## src/rtl/noc_pkg.sv

```systemverilog
// Shared router constants, lock-state encoding and the packed-port slicing helper.
package noc_pkg;
  localparam int IN_PORTS_DEF      = 5;
  localparam int OUT_PORT_BITS_DEF = 3;
  localparam int PORT_VEC_MAX      = 64;

  typedef enum logic {
    LK_IDLE = 1'b0,
    LK_PKT  = 1'b1
  } lock_e;

  // Field idx of a packed vector of bits-wide fields; caller zero-extends to PORT_VEC_MAX.
  function automatic logic [7:0] port_at(input logic [PORT_VEC_MAX-1:0] vec,
                                         input int idx, input int bits);
    logic [PORT_VEC_MAX-1:0] sh;
    sh = vec >> (idx * bits);
    return sh[7:0] & 8'((1 << bits) - 1);
  endfunction
endpackage

```

## src/rtl/wormhole_switch_allocator_rr_pick.sv

```systemverilog
// Combinational round-robin picker: first set request at or after ptr, wrapping modulo N.
module rr_pick #(
  parameter int N = 5,
  parameter int W = 3
) (
  input  logic [N-1:0] req,
  input  logic [W-1:0] ptr,
  output logic [N-1:0] onehot,
  output logic [W-1:0] idx,
  output logic         valid
);
  always_comb begin
    int p;
    onehot = '0;
    idx    = '0;
    valid  = 1'b0;
    p      = 0;
    for (int k = 0; k < N; k++) begin
      p = int'(ptr) + k;
      if (p >= N) p = p - N;
      if (!valid && req[p]) begin
        valid     = 1'b1;
        idx       = W'(p);
        onehot[p] = 1'b1;
      end
    end
  end
endmodule

```

## src/rtl/wormhole_switch_allocator.sv

```systemverilog
// Per-output switch allocator: round-robin among candidates, then locked to the
// winner from head flit until its tail flit transfers.
module wormhole_switch_allocator
  import noc_pkg::*;
#(
  parameter int IN_PORTS      = IN_PORTS_DEF,
  parameter int OUT_PORT_BITS = OUT_PORT_BITS_DEF
) (
  input  logic                              clk,
  input  logic                              reset,
  input  logic [IN_PORTS-1:0]               requests,
  input  logic [IN_PORTS*OUT_PORT_BITS-1:0] req_ports,
  input  logic [IN_PORTS-1:0]               req_tail,
  input  logic [IN_PORTS-1:0]               out_ready,
  output logic [IN_PORTS-1:0]               grants,
  output logic [IN_PORTS*OUT_PORT_BITS-1:0] xbar_sel,
  output logic [IN_PORTS-1:0]               xbar_valid,
  output logic [IN_PORTS-1:0]               out_locked,
  output logic                              port_err
);
  logic [PORT_VEC_MAX-1:0]                      req_ports_ext;
  logic [IN_PORTS-1:0][OUT_PORT_BITS-1:0]       req_port;
  logic [IN_PORTS-1:0]                          bad;
  logic [IN_PORTS-1:0][IN_PORTS-1:0]            cand;
  logic [IN_PORTS-1:0][IN_PORTS-1:0]            rr_oh, win_oh;
  logic [IN_PORTS-1:0][OUT_PORT_BITS-1:0]       rr_idx, win_idx;
  logic [IN_PORTS-1:0]                          rr_vld, win_vld, owner_hit, xv, tail_w;
  lock_e [IN_PORTS-1:0]                         lock_q;
  logic [IN_PORTS-1:0][OUT_PORT_BITS-1:0]       owner_q, ptr_q;
  logic [IN_PORTS-1:0]                          g;

  assign req_ports_ext = PORT_VEC_MAX'(req_ports);

  genvar gi, go;
  generate
    for (gi = 0; gi < IN_PORTS; gi++) begin : g_in
      assign req_port[gi] = OUT_PORT_BITS'(port_at(req_ports_ext, gi, OUT_PORT_BITS));
      assign bad[gi]      = requests[gi] & (int'(req_port[gi]) >= IN_PORTS);
    end

    for (go = 0; go < IN_PORTS; go++) begin : g_out
      for (gi = 0; gi < IN_PORTS; gi++) begin : g_cand
        assign cand[go][gi] = requests[gi] & ~bad[gi] &
                              (req_port[gi] == OUT_PORT_BITS'(go));
      end

      rr_pick #(.N(IN_PORTS), .W(OUT_PORT_BITS)) u_pick (
        .req    (cand[go]),
        .ptr    (ptr_q[go]),
        .onehot (rr_oh[go]),
        .idx    (rr_idx[go]),
        .valid  (rr_vld[go])
      );

      // A locked output only ever serves its owner; anyone else waits for the tail.
      assign owner_hit[go] = cand[go][owner_q[go]];
      assign win_vld[go]   = (lock_q[go] == LK_PKT) ? owner_hit[go] : rr_vld[go];
      assign win_idx[go]   = (lock_q[go] == LK_PKT) ? owner_q[go]   : rr_idx[go];
      assign win_oh[go]    = (lock_q[go] == LK_PKT)
                             ? (owner_hit[go] ? (IN_PORTS'(1) << owner_q[go]) : '0)
                             : rr_oh[go];
      assign xv[go]        = win_vld[go] & out_ready[go];
      assign tail_w[go]    = req_tail[win_idx[go]];

      assign xbar_valid[go] = reset & xv[go];
      assign xbar_sel[(go+1)*OUT_PORT_BITS-1 -: OUT_PORT_BITS] =
        (reset && win_vld[go]) ? win_idx[go] : '0;
      assign out_locked[go] = (lock_q[go] == LK_PKT);
    end
  endgenerate

  always_comb begin
    g = '0;
    for (int o = 0; o < IN_PORTS; o++)
      if (xv[o]) g = g | win_oh[o];
  end
  assign grants = reset ? g : '0;

  always_ff @(posedge clk or negedge reset) begin
    if (!reset) begin
      lock_q   <= {IN_PORTS{LK_IDLE}};
      owner_q  <= '0;
      ptr_q    <= '0;
      port_err <= 1'b0;
    end else begin
      for (int o = 0; o < IN_PORTS; o++) begin
        if (xv[o]) begin
          if (tail_w[o]) begin
            lock_q[o] <= LK_IDLE;
            ptr_q[o]  <= (win_idx[o] == OUT_PORT_BITS'(IN_PORTS - 1))
                         ? '0 : win_idx[o] + OUT_PORT_BITS'(1);
          end else if (lock_q[o] == LK_IDLE) begin
            lock_q[o]  <= LK_PKT;
            owner_q[o] <= win_idx[o];
          end
        end
      end
      if (|bad) port_err <= 1'b1;
    end
  end
endmodule

```

## config.mk

```make
export PLATFORM = sky130hd
export DESIGN_NAME = wormhole_switch_allocator
export DESIGN_NICKNAME = d
export VERILOG_FILES = /design/src/rtl/noc_pkg.sv /design/src/rtl/wormhole_switch_allocator_rr_pick.sv /design/src/rtl/wormhole_switch_allocator.sv
export SDC_FILE = /design/constraint.sdc
export NUM_CORES = 1
export LEC_CHECK = 0
export CAP_MARGIN = 40
export CORE_MARGIN = 2
export CORE_UTILIZATION = 60
export CTS_BUF_LIST = sky130_fd_sc_hd__clkbuf_4 sky130_fd_sc_hd__clkbuf_8
export CTS_CLUSTER_SIZE = 8
export DETAILED_ROUTE_END_ITERATION = 6
export PLACE_DENSITY = 0.84
export RECOVER_POWER = 50
export SETUP_SLACK_MARGIN = 0.4
export SLEW_MARGIN = 40
export SYNTH_ARGS = -nofsm -noshare
export SYNTH_HDL_FRONTEND = slang
export SYNTH_SLANG_ARGS = --single-unit
```

## constraint.sdc

```tcl
create_clock -name clk -period 8.8 [get_ports clk]
set_input_delay 1.76 -clock clk [delete_from_list [all_inputs] [get_ports clk]]
set_output_delay 1.76 -clock clk [all_outputs]
set_load 0.005 [all_outputs]
```

; ---- After elaboration in Yosys (flattened, before gate mapping)
; Cells that the tools add are included.
[totals]
register_bits = 36
latch_bits = 0
ram_bits = 0
mem_bits_ro = 0
in_bits = 32
out_inout_bits = 31
elab_cells = 642
memories = 0
[op_classes]
addsub = 50
mul = 0
n_div = 0
magnitude_cmp = 90
eq_ne = 25
n_shift = 5
muxes = 286
bitwise = 84
n_reduce_logical = 86
[ops]
columns = op, n
row1 = $ge 32x1->1 const B, 25
row2 = $lt 32x5->1 const B, 25
row3 = $mux 32, 25
row4 = $ge 32x4->1 const B, 20
row5 = $sub 32x4->32 const B, 20
row6 = $mux 5, 41
row7 = $mux 1, 120
row8 = $mux 3, 40
row9 = $or 5x5->5, 24
row10 = $bmux 1 s3, 35
row11 = $demux 1 s3, 25
row12 = $logic_and 1x1->1, 50
row13 = $and 1x1->1, 45
row14 = $add 3x2->4 const B, 10
row15 = $lt 3x4->1 const B, 10
row16 = $eq 3x2->1 const B, 10
row17 = $eq 3x3->1 const B, 10
row18 = $ge 3x3->1 const B, 10
row19 = $shl 1x3->5 const A, 5
row20 = $add 3x1->4 const B, 5
row21 = $add 3x3->4 const B, 5
row22 = $logic_not 1->1, 20
row23 = $sub 3x3->4 const B, 5
row24 = $add 3x1->3 const B, 5
row25 = 6 further kinds, 36

; ---- Depth between registers and ports, before layout
[depth]
ltp_word = 33
depth_mapped = 21

; ---- Cells and area by module
; A second synthesis with hierarchy kept.
[hier_totals]
cells_unflattened = 1534
area_unflattened_um2 = 11323.4
[by_module_without_submodules]
columns = module, n_inst, cells_per_inst, area_each_um2
row1 = rr_pick at g_out[1].u_pick ..., 3, 241, 1666.6
row2 = wormhole_switch_allocator, 1, 395, 3383.2
row3 = rr_pick at g_out[0].u_pick ..., 2, 208, 1470.2

; ---- Worst setup path after synthesis
; OpenSTA, ideal clock, no wires.
[synth_timing]
path_kind = input to output
start = input requests[1]
end = output grants[2]
arrival_time_ns = 4.603
required_time_ns = 7.040
setup_slack_ns = 2.437
path_stages = 12
path_buffers = 1
path_cell_list = buf_2 nor4bb_1 a22o_1 o211ai_1 a221oi_2 a211oi_1 and3_1 nand2_1 nor3_1 or4_1 a32o_1 o41a_1
[synth_via]
elab_chain_len = 32
elab_cells_between_ends = 233
cone_classes = mux: 156 / bitwise: 37 / reduce/logical: 40
[synth_rtl]
columns = item, line_no
row1 = "start, declared", wormhole_switch_allocator.sv:11  ; input logic [IN_PORTS-1:0] requests,
row2 = $and 1x1->1, wormhole_switch_allocator.sv:38  ; assign bad[gi] = requests[gi] & (int'(req_port[gi]) >= IN_PORTS);
row3 = $not 1->1, wormhole_switch_allocator.sv:43  ; assign cand[go][gi] = requests[gi] & ~bad[gi] &
row4 = $and 1x1->1 (*), wormhole_switch_allocator.sv:43
row5 = $and 1x1->1, wormhole_switch_allocator.sv:43
row6 = $bmux 1 s3, wormhole_switch_allocator_rr_pick.sv:21  ; if (!valid && req[p]) begin
row7 = $mux 1 (implied by the code) (2 in a row), wormhole_switch_allocator_rr_pick.sv:21
row8 = $mux 1, wormhole_switch_allocator_rr_pick.sv:21
row9 = $logic_not 1->1, wormhole_switch_allocator_rr_pick.sv:21
row10 = [15 not listed], n/a
row11 = $mux 5, wormhole_switch_allocator.sv:75  ; if (xv[o]) g = g | win_oh[o];
row12 = $or 5x5->5, wormhole_switch_allocator.sv:75
row13 = $mux 5, wormhole_switch_allocator.sv:75
row14 = $or 5x5->5, wormhole_switch_allocator.sv:75
row15 = $mux 5, wormhole_switch_allocator.sv:75
row16 = $or 5x5->5, wormhole_switch_allocator.sv:75
row17 = $mux 5 (*), wormhole_switch_allocator.sv:75
row18 = $mux 5 (*), wormhole_switch_allocator.sv:77  ; assign grants = reset ? g : '0;
row19 = "end, declared", wormhole_switch_allocator.sv:15  ; output logic [IN_PORTS-1:0] grants,
; Every way passes the cells marked *; elsewhere a longest branch is shown, timed or not. The select of a mux whose other input is x is not followed.

; ---- Final worst setup path
[layout_timing]
start = input req_ports[6]
end = output grants[1]
[layout_via]
elab_chain_len = 33
elab_cells_between_ends = 239
cone_classes = order compare: 1 / eq/ne: 4 / mux: 156 / bitwise: 37 / reduce/logical: 41
[layout_rtl]
columns = item, line_no
row1 = "start, declared", wormhole_switch_allocator.sv:12  ; input logic [IN_PORTS*OUT_PORT_BITS-1:0] req_ports,
row2 = $ge 3x3->1, wormhole_switch_allocator.sv:38
row3 = $and 1x1->1, wormhole_switch_allocator.sv:38
row4 = $not 1->1, wormhole_switch_allocator.sv:43
row5 = $and 1x1->1 (2 in a row), wormhole_switch_allocator.sv:43
row6 = $bmux 1 s3, wormhole_switch_allocator_rr_pick.sv:21
row7 = $mux 1 (implied by the code) (2 in a row), wormhole_switch_allocator_rr_pick.sv:21
row8 = $mux 1, wormhole_switch_allocator_rr_pick.sv:21
row9 = $logic_not 1->1, wormhole_switch_allocator_rr_pick.sv:21
row10 = [15 not listed], n/a
row11 = $mux 5, wormhole_switch_allocator.sv:75
row12 = $or 5x5->5, wormhole_switch_allocator.sv:75
row13 = $mux 5, wormhole_switch_allocator.sv:75
row14 = $or 5x5->5, wormhole_switch_allocator.sv:75
row15 = $mux 5, wormhole_switch_allocator.sv:75
row16 = $or 5x5->5, wormhole_switch_allocator.sv:75
row17 = $mux 5 (*), wormhole_switch_allocator.sv:75
row18 = $mux 5 (*), wormhole_switch_allocator.sv:77
; Marks and branches as above.

==> summary.txt <==
Run status
  • Status: finished, final reports clean

Critical path
  • Setup crit end kind: output port
  • Startpoint types: input pin
  • CP Data Arrival Time: 6.40 ns
  • Worst R2R Start: ptr_q[7]
  • Reg2Reg Depth: 16
  • R2R Setup Slk: 2.85 ns
  • FF-to-FF End: ptr_q[7]
  • Worst EP required: 7.04 ns
  • WS Path Type: in -> out
  • Worst-path maximum fanout: 9

Timing
  • Relative slew margins: 0.0207
  • Final hold vios: 0
  • Peak Freq: 123 MHz
  • WHS: 0.555 ns
  • Min Tclk post-route: 8.16 ns
  • Max Slew Vio Count: 0
  • Final setup fails: 0
  • Worst-Margin Slew: 1.47 ns
  • Post-route clock period utilization: 0.927
  • Setup TNS Final: 0 ns
  • RSZ-0062 raised after global routing: no
  • Clk_skew: 0.0126 ns

Floorplan
  • Core area: 0.0202 mm^2
  • Die height: 147 um
  • Num rows: 52
  • Ports: 63
  • Die area: 0.0216 mm^2
  • Die width: 147 um
  • Starting Density: 0.608

Global route
  • GRT Overall Usage: 0.383
  • Global-route wire length before repair: 67,300 um
  • Number of antenna violations at the first check in global routing: 3
  • Largest net degree at the start of global routing: 31
  • Final global-route overflow total: 0
  • Vias in the first global route: 12,600

Logic synthesis
  • XOR/XNOR Fraction of Synth Area: 0.0263
  • Avg Inst Size Synth: 7.19 um^2
  • Sequential area share after synthesis: 0.0735
  • Syn nets: 1,853
  • Syn Inst Count: 1,705
  • Yosys cell types: 117
  • Main synth FF type: dfrtp_1
  • Synth warnings: 0
  • Asr flop ratio synth: 1.00
  • Top-area cell type share of the netlist area: 0.113
  • Area leader, netlist: ha_1
  • Post-Synth Adder-Cell Area: 0.122
  • Largest family of logic cells by synthesized area: compound AO/OA/AOI/OAI gates
  • Synth Register Bits: 36
  • Mux cell area share after synthesis: 0.0703
  • Post-Syn Area: 0.0123 mm^2
  • Post-synthesis compound-gate area fraction: 0.347
  • Post-Synth Simple-Gate Area: 0.304
  • Area contributors post-synth: ha_1, dfrtp_1, nand2_1, nor2_1, a21oi_1
  • Number of flops mapped to enable cells by yosys: 0

Finish
  • Nets: 1,856
  • Synth-to-Final Area Change: 6.38%
  • Layout cells sized above 1: 0.0761
  • Final Core Density: 0.646

Hold path
  • HP Class: reg -> reg
  • Hold Path Sink: owner_q[11]
  • Worst min-delay path startpoint: owner_q[11]
  • Worst hold stages: 1

Routing
  • Final wirelength: 43,100 um
  • Post-route ant nets: 0
  • Iteration count of the initial detailed-routing pass: 6
  • Routed len/inst: 21.8 um
  • Drt initial violations: 1,596
  • Drt via density: 7.09
  • Vias: 14,000
  • DRC Markers: 0

Placed design
  • GP Congestion: 1.04
  • IO Port Bufs: 62
  • DP Wirelength: 34,000 um

Clock tree
  • Clock-pin slew on the worst setup and hold paths: 0.10 ns
  • Total CTS buffers: 5
  • Clock Sinks: 36
  • CTS Hold Bufs: 0
  • Root buffer cell: clkbuf_8
  • CTS Buffer Depth: 2
  • H-tree Lvls: 2
  • Postcts setup bufs: 0
  • Post-CTS sizing: 0
  • Clk Latency, worst-skew pair: 0.31 ns
  • CTS tree: built

Flow run
  • Max Cap Viol: 0
## registers in the layout, summed over array words and instances (netlist names)
signal	count
owner_q	15
ptr_q	15
out_locked	5
port_err	1
## critical path: stages
cell and delay (ns):
dlygate4sd3_1 0.64, or4b_1 0.79, a21oi_1 0.26, mux2i_1 0.17, a221oi_4 0.45, a21oi_2 0.15
nand3_1 0.19, nand3b_1 0.14, o311ai_0 0.18, o311ai_0 0.60, o2111ai_1 0.22, o31a_1 0.39
clkdlybuf4s50_1 0.46
## Yosys cell counts (37+ instances only)
| cell | count |
|---|---|
| nor3_1 | 53 |
| mux2i_1 | 49 |
| inv_1 | 70 |
| nand2b_1 | 40 |
| clkbuf_1 | 37 |
| nand3_1 | 65 |
| ha_1 | 111 |
| nor2_1 | 150 |
| a21oi_1 | 103 |
| o21ai_0 | 73 |
| nand2_1 | 161 |
## worst max-delay path by stage
stage                             from         to  slack, ns  cells after the start
after global placement    req_ports[8]  grants[1]       1.01                     13
after CTS                 req_ports[8]  grants[1]       0.88                     13
after floorplan            requests[1]  grants[2]       2.44                     12
final                     req_ports[6]  grants[1]       0.64                     13
after global routing      req_ports[6]  grants[1]       0.55                     13
after detailed placement  req_ports[8]  grants[1]       0.91                     13
## cells in the final DEF, fill, tap and decap left out, types with 28 or more instances in the layout
master and count:
nor2b_1 32, dfrtp_1 35, xnor2_1 28, nand2_1 161, a211oi_1 33, o211ai_1 34, o21ai_0 73, nor3_1 53
inv_1 71, nand3_1 65, clkdlybuf4s50_1 53, ha_1 111, a31oi_1 36, nand2b_1 40, nor2_1 150, a21oi_1 103
mux2i_1 48
## metrics by stage
stage	worst slack (ns)	std cells	cell area [um^2]
final	0.642	1980	13000
after floorplan	2.44	1705	12300
after global placement	1.01	1971	13000
after detailed placement	0.914	1971	13000
after global routing	0.552	1979	13000
after CTS	0.877	1979	13000
## metal layers
metal | part of all wire | up-vias | GRT usage
met5 | 0 | - | 0
met4 | 0.051 | 0 | 0.173
met3 | 0.10 | 157 | 0.0786
met2 | 0.43 | 768 | 0.590
met1 | 0.42 | 6573 | 0.517
li1 | - | 6535 | -
## layout make-up
type / count / area [um^2]
fill: 1886 / 7130
inverter: 79 / 297
antenna: 1 / 2.50
clock inverter: 3 / 18.8
timing repair buffer: 81 / 753
tap: 270 / 338
multi-input combinational: 1505 / 10700
clock buffer: 5 / 68.8
sequential: 36 / 902
## logic make-up (layout without fill, tap and decap cells)
kind of cell               count (synthesis)  in the layout
xor gates and xnor gates                  36             36
other                                      0              1
muxes                                     79             79
adders and majority gates                116            116
AOI/OAI and AO/OA                        579            579
DFF                                       36             36
buffers and inverters                    164            168
and+or+nand+nor                          695            695
Power is left out: the tool's default activity adds up to more than one toggle a clock period on the data nets, which glitch-free logic cannot reach.
